## config.mk

```make
export PLATFORM = sky130hd
export DESIGN_NAME = tdc_capture
export DESIGN_NICKNAME = d
export VERILOG_FILES = /design/src/rtl/tdc_capture.sv
export SDC_FILE = /design/constraint.sdc
export NUM_CORES = 1
export LEC_CHECK = 0
export ABC_AREA = 1
export CAP_MARGIN = 25
export CORE_MARGIN = 4
export CORE_UTILIZATION = 40
export DETAILED_ROUTE_END_ITERATION = 10
export PLACE_DENSITY_LB_ADDON = 0.2
export SLEW_MARGIN = 5
export SYNTH_ARGS = -nofsm -noshare
export SYNTH_HDL_FRONTEND = slang
export SYNTH_SLANG_ARGS = --single-unit
```

## constraint.sdc

```tcl
create_clock -name clk -period 7.3 [get_ports clk]
set_input_delay 1.095 -clock clk [delete_from_list [all_inputs] [get_ports clk]]
set_output_delay 1.095 -clock clk [all_outputs]
set_load 0.02 [all_outputs]
```

## src/rtl/tdc_capture.sv

```systemverilog
// tdc_capture: snapshots a delay-line thermometer code and a free-running
// coarse counter on each latch pulse. The code is turned into a
// bubble-tolerant popcount, and the {coarse, fine} timestamp is presented
// through a 2-entry first-word-fall-through buffer with a valid/ready output.
module tdc_capture #(
   parameter int TAP_NUM  = 64,
   parameter int COARSE_W = 16,
   parameter int FINE_W   = 7
) (
   input  logic                clk,
   input  logic                rst,
   input  logic                latch,
   input  logic [TAP_NUM-1:0]  therm,
   output logic                ts_valid,
   input  logic                ts_ready,
   output logic [COARSE_W-1:0] ts_coarse,
   output logic [FINE_W-1:0]   ts_fine,
   output logic                overflow
);

   typedef struct packed {
      logic [COARSE_W-1:0] coarse;
      logic [FINE_W-1:0]   fine;
   } ts_t;

   // Counting ones, not locating the leading one, keeps bubbles harmless.
   function automatic logic [FINE_W-1:0] popcount(input logic [TAP_NUM-1:0] v);
      logic [FINE_W-1:0] sum;
      sum = '0;
      for (int i = 0; i < TAP_NUM; i++) begin
         sum = sum + FINE_W'(v[i]);
      end
      return sum;
   endfunction

   logic [COARSE_W-1:0] cnt_q, cnt_d;
   logic                s0_valid_q, s0_valid_d;
   logic [TAP_NUM-1:0]  s0_therm_q, s0_therm_d;
   logic [COARSE_W-1:0] s0_coarse_q, s0_coarse_d;
   logic                s1_valid_q, s1_valid_d;
   ts_t                 s1_ts_q, s1_ts_d;
   ts_t                 mem_q [0:1];
   ts_t                 mem_d [0:1];
   logic                rd_ptr_q, rd_ptr_d;
   logic                wr_ptr_q, wr_ptr_d;
   logic [1:0]          count_q, count_d;
   logic                overflow_q, overflow_d;

   logic pop, push, full, drop;
   ts_t  head;

   // Next-state logic for counter, capture/encode pipeline and buffer.
   always_comb begin
      // NOTE: every signal gets a default first so no path leaves it unassigned (no latches).
      cnt_d       = cnt_q + COARSE_W'(1);

      s0_valid_d  = latch;
      s0_therm_d  = s0_therm_q;
      s0_coarse_d = s0_coarse_q;
      if (latch) begin
         s0_therm_d  = therm;
         s0_coarse_d = cnt_q;
      end

      s1_valid_d = s0_valid_q;
      s1_ts_d    = s1_ts_q;
      if (s0_valid_q) begin
         s1_ts_d.coarse = s0_coarse_q;
         s1_ts_d.fine   = popcount(s0_therm_q);
      end

      // Pop is evaluated first so a full buffer can take a push while draining.
      full = (count_q == 2'd2);
      pop  = (count_q != 2'd0) && ts_ready;
      push = s1_valid_q && (!full || pop);
      drop = s1_valid_q && full && !pop;

      mem_d    = mem_q;
      rd_ptr_d = rd_ptr_q;
      wr_ptr_d = wr_ptr_q;
      if (pop) begin
         rd_ptr_d = ~rd_ptr_q;
      end
      if (push) begin
         mem_d[wr_ptr_q] = s1_ts_q;
         wr_ptr_d        = ~wr_ptr_q;
      end
      count_d    = count_q + {1'b0, push} - {1'b0, pop};
      overflow_d = overflow_q | drop;
   end

   // State registers; reset discards anything in flight.
   always_ff @(posedge clk or posedge rst) begin
      if (rst) begin
         cnt_q       <= '0;
         s0_valid_q  <= 1'b0;
         s0_therm_q  <= '0;
         s0_coarse_q <= '0;
         s1_valid_q  <= 1'b0;
         s1_ts_q     <= '0;
         // NOTE: the buffer storage is reset because its head drives the outputs, which must read 0 after reset.
         for (int i = 0; i < 2; i++) begin
            mem_q[i] <= '0;
         end
         rd_ptr_q    <= 1'b0;
         wr_ptr_q    <= 1'b0;
         count_q     <= 2'd0;
         overflow_q  <= 1'b0;
      end else begin
         // NOTE: non-blocking assignments so every flop samples pre-edge values.
         cnt_q       <= cnt_d;
         s0_valid_q  <= s0_valid_d;
         s0_therm_q  <= s0_therm_d;
         s0_coarse_q <= s0_coarse_d;
         s1_valid_q  <= s1_valid_d;
         s1_ts_q     <= s1_ts_d;
         mem_q       <= mem_d;
         rd_ptr_q    <= rd_ptr_d;
         wr_ptr_q    <= wr_ptr_d;
         count_q     <= count_d;
         overflow_q  <= overflow_d;
      end
   end

   // Head of the buffer falls through to the outputs.
   always_comb begin
      head      = mem_q[rd_ptr_q];
      ts_valid  = (count_q != 2'd0);
      ts_coarse = head.coarse;
      ts_fine   = head.fine;
      overflow  = overflow_q;
   end

endmodule

```

## Yosys cells after proc, flatten, opt, wreduce, memory -nomap -nowiden

Index checks and enable logic that the tools add are counted.

- $add $sub $neg: 66
- Order comparisons: 3
- Equal/unequal tests: 1
- Mux-type cells: 6
- Bitwise gates (word level): 5
- Reduce and logical (&&, ||, !) cells: 9

Operator list:

| cell | count |
|---|---|
| $add A7 B1 Y7 | 57 |
| $mux W23 | 4 |
| $bwmux W46 | 1 |
| $demux W23 S1 | 1 |
| $add A16 B1 Y16 const B | 1 |
| $add A6 B1 Y7 | 1 |
| $add A5 B1 Y6 | 1 |
| $add A4 B1 Y5 | 1 |
| $logic_and A1 B1 Y1 | 5 |
| $add A3 B1 Y4 | 1 |
| $ge A2 B2 Y1 const B | 2 |
| $not A1 Y2 | 2 |
| $add A2 B1 Y3 | 1 |
| $add A1 B1 Y2 | 1 |
| $add A2 B1 Y2 | 1 |
| $eq A2 B2 Y1 const B | 1 |
| $logic_not A1 Y1 | 2 |
| $lt A2 B1 Y1 const B | 1 |
| $not A1 Y1 | 2 |
| $reduce_bool A2 Y1 | 1 |
| $sub A2 B1 Y2 | 1 |
| $logic_or A1 B1 Y1 | 1 |
| $or A1 B1 Y1 | 1 |

- Register bits: 172
- Input port bits: 68
- Output and inout port bits: 25
- Word-level logic and storage cells: 105

## Longest topological paths before layout

- Depth in word-level cells: 63
- Depth in mapped cells: 22
- Mapped depth without buffers: 22

## Least setup slack after synthesis

Ideal clock, no wire load.

- Path kind: register to register
- Start point: reg s0_therm_q[35]
- End point: reg s1_ts_q[6] (netlist bit)
- Setup time: 116 ps
- Arrival time: 5387 ps
- Required time: 7184 ps
- Path slack: 1797 ps
- Cell stages (with the launch flop): 21
- Buffers on the path: 0
- Clock period less this slack: 5503 ps
- Path through: dfrtp_1 -> inv_1 -> fa_1 -> inv_1 -> fa_1 -> fa_1 -> inv_1 -> fa_1 -> inv_1 -> fa_1 -> fa_1 -> fa_1 -> inv_1 -> fa_1 -> inv_1 -> fa_1 -> nand3_1 -> nand2_1 -> nand2_1 -> a21o_1 -> nand2_1

- Longest elaborated chain between the ends: 29

Ends and longest elaborated chain:

| what | line | RTL |
|---|---|---|
| start, declared | 38 | `logic [TAP_NUM-1:0] s0_therm_q, s0_therm_d;` |
| start signal, assigned | 113 | `s0_therm_q <= s0_therm_d;` |
| $add A7 B1 Y7 (29 in series) | 31 | `sum = sum + FINE_W'(v[i]);` |
| end signal, assigned | 116 | `s1_ts_q <= s1_ts_d;` |
| end, declared | 41 | `ts_t s1_ts_q, s1_ts_d;` |

Every way passes these cells.
A chain may end at the register's enable or synchronous reset.

## Worst setup path in the final report

Ends and elaborated chain as after synthesis.

==> run summary <==
Status: finished clean
Routed wire per std cell: 13.0 um
Crit end category: flip-flop
Synth top area share: 0.509
Die Span X: 153 um
Crit path time final: 5.68 ns
Core Area: 20500 sq um
Vert. Die Dim: 153 um
Tcrit/Tclk final: 0.778
Number of flops mapped to enable cells by yosys: 0
Synth cell types: 28
GRT Total Usage: 0.144
Hold bufs inserted after CTS: 0
Final setup viols: 0
First-pass GRT wire length: 27500 um
Top post-synthesis cells by area: dfrtp_1 51%, fa_1 13%, nand2_1 9.3%
Initial DRC count: 260
CP arrival: 6.00 ns
Layout Skew: 0.0109 ns
Slew headroom: 0.342
Synth-to-layout area growth: 20.9%
Final slew viol count: 0
Main synth FF type: dfrtp_1
Post-Syn Nets: 997
Placer Congestion: 0.781
Cell taking the most area after synthesis: dfrtp_1
Post-synth top cells: 210 x nand2_1, 172 x dfrtp_1, 145 x inv_1, 92 x o21ai_0, 54 x fa_1
Die ar.: 23500 sq um
Routed Antenna Nets: 0
Slowest cell on crit path: fa_1
Levels on crit path: 20
Num CTS Buffers: 17
CTS root buffer: clkbuf_16
Layout fillers: 1940
Diodes inserted: 0
Buffers on Ports: 92
Util after Layout: 0.499
Vias in the first global route: 5407
CP cell instances: inv_1 -> fa_1 -> inv_1 -> fa_1 -> fa_1 -> inv_1 -> fa_1 -> inv_1 -> fa_1 -> fa_1 -> fa_1 -> inv_1 -> fa_1 -> inv_1 -> fa_1 -> nand3_1 -> nand2_1 -> nand2_1 -> a21o_1 -> nand2_1
Nets: 1079
Crit-path leading delay family: adder cells
Slew @ Worst Pin: 0.987 ns
Post-route DRC: 0
Post-route setup TNS: 0 ns
Buf+Inv Stages, Crit Path: 6
Placed cell count: 1189
Post-Syn Instances: 858
Routed vias/inst: 4.45
CTS resizes: 0
Worst R2R Path Depth: 20
Starting Density: 0.413
Unrepaired setup endpoints after global routing: no
Vias: 5437
Final hold vios: 0
Final Instance Count excl. Fillers: 1223
H-tree Lvls: 4
Crit path top cell by count: fa_1
Netlist Area Pre-Place: 8460 sq um
Longest Clk Path Bufs: 2
Crit path kind: flip-flop to flip-flop
Clock Latency Late Sink: 0.43 ns
Global route overflow: 0
Num ports: 93
Area taken by multi-input logic gates: 3440 sq um
Post-Route WL: 15900 um
Post-CTS Setup Inserts: 0
CTS tree: built
Crit path largest cell delay: 0.54 ns
Worst path required time: 7.62 ns
Async SR Flop Fraction: 1.00
Post-DP HPWL: 11200 um
Pre-antenna DRT Iters: 4
Most frequent cell after synthesis: nand2_1
Register bit count reported by yosys: 172
Largest net degree at the start of global routing: 108
Hold Path Stages: 2
Synth Warn #: 0
Post-synthesis sequential area ratio: 0.509
Row cnt: 52
CTS Sinks: 172
Maximum fanout along the worst path: 3
Startpoint types: flip-flop
Fmax: 176 MHz
Register area: 4300 sq um
Layout cells sized above 1: 0.0818
Initial antenna violation count: 0
Clock slew seen by the registers of the worst setup and hold paths: 0.08 ns
Hold/Removal Path Class: flip-flop to flip-flop
Mean Syn Cell Area: 9.86 sq um
Max cap viols: 0
per-layer routing:
metal	wire, um	track usage	part of all wire
met5	0	0	0
met4	334	0.0521	0.021
met3	664	0.0331	0.042
met2	6810	0.207	0.43
met1	8090	0.215	0.51
metrics by stage:
stage / cell area [sq um] / hold slack (ns) / worst slack, ns
2_1_floorplan: 8460 / 0.352 / 1.54
3_3_place_gp: 9570 / 0.458 / 1.69
3_5_place_dp: 9570 / 0.467 / 1.61
4_1_cts: 10200 / 0.483 / 1.59
5_1_grt: 10200 / 0.502 / 1.37
6_report: 10200 / 0.477 / 1.62
worst min-delay path, delay by kind of cell, from the launching register on:
kind | cells | cell delay, ns
flip-flops | 1 | 0.34
AO/OA/AOI/OAI | 1 | 0.06
AND/OR/NAND/NOR | 1 | 0.05
layout make-up:
cell class,instances,share of cell area
inverter,145,0.0537
tap,270,0.0330
clock buffer,17,0.0416
sequential,172,0.421
timing repair buffer,97,0.0966
clock inverter,15,0.0185
multi-input combinational,507,0.336
cells by family (layout without fill, tap and decap cells):
group | Yosys count | after routing | synth area share
DFF | 172 | 172 | 0.509
adders and majority gates | 71 | 71 | 0.153
and+or+nand+nor | 265 | 265 | 0.125
muxes | 19 | 19 | 0.0253
buffers and inverters | 179 | 274 | 0.0853
AOI/OAI and AO/OA | 137 | 137 | 0.0878
xor gates and xnor gates | 15 | 15 | 0.0155
worst paths after layout:
path                                 from         endpoint  slack, ns
hold / removal             s0_coarse_q[0]       s1_ts_q[7]       0.48
min in group asynchronous             rst       count_q[0]       1.06
max in group asynchronous             rst  s0_coarse_q[10]       5.07
setup reg to reg           s0_therm_q[35]       s1_ts_q[6]       1.62
hold reg to reg            s0_coarse_q[0]       s1_ts_q[7]       0.48
setup / recovery           s0_therm_q[35]       s1_ts_q[6]       1.62
layout by cell type, fill, tap and decap left out, types with 2 or more instances in the layout:
cell and instances:
nand2_1 210, dfrtp_1 172, inv_1 144, o21ai_0 92
clkdlybuf4s50_1 91, fa_1 54, nor2_1 26, a21oi_1 20
mux2_2 19, ha_1 17, clkbuf_16 17, o21ai_2 14
nand3_1 13, xor2_1 13, o21ai_1 9, clkinv_8 7
nor3_1 5, inv_6 4, buf_4 4, nand4_1 3
inv_8 3, nand3_2 2, nand3b_1 2, nor2_2 2
xnor2_1 2, clkinvlp_4 2
flip-flops by register name, summed over array words and instances (netlist names):
signal / cells
s0_therm_q: 64
mem_q: 46
s1_ts_q: 23
cnt_q: 16
s0_coarse_q: 16
count_q: 2
overflow: 1
rd_ptr_q: 1
s0_valid_q: 1
s1_valid_q: 1
wr_ptr_q: 1
Power is left out: the tool's default activity adds up to more than one toggle a clock period on the data nets, which glitch-free logic cannot reach.
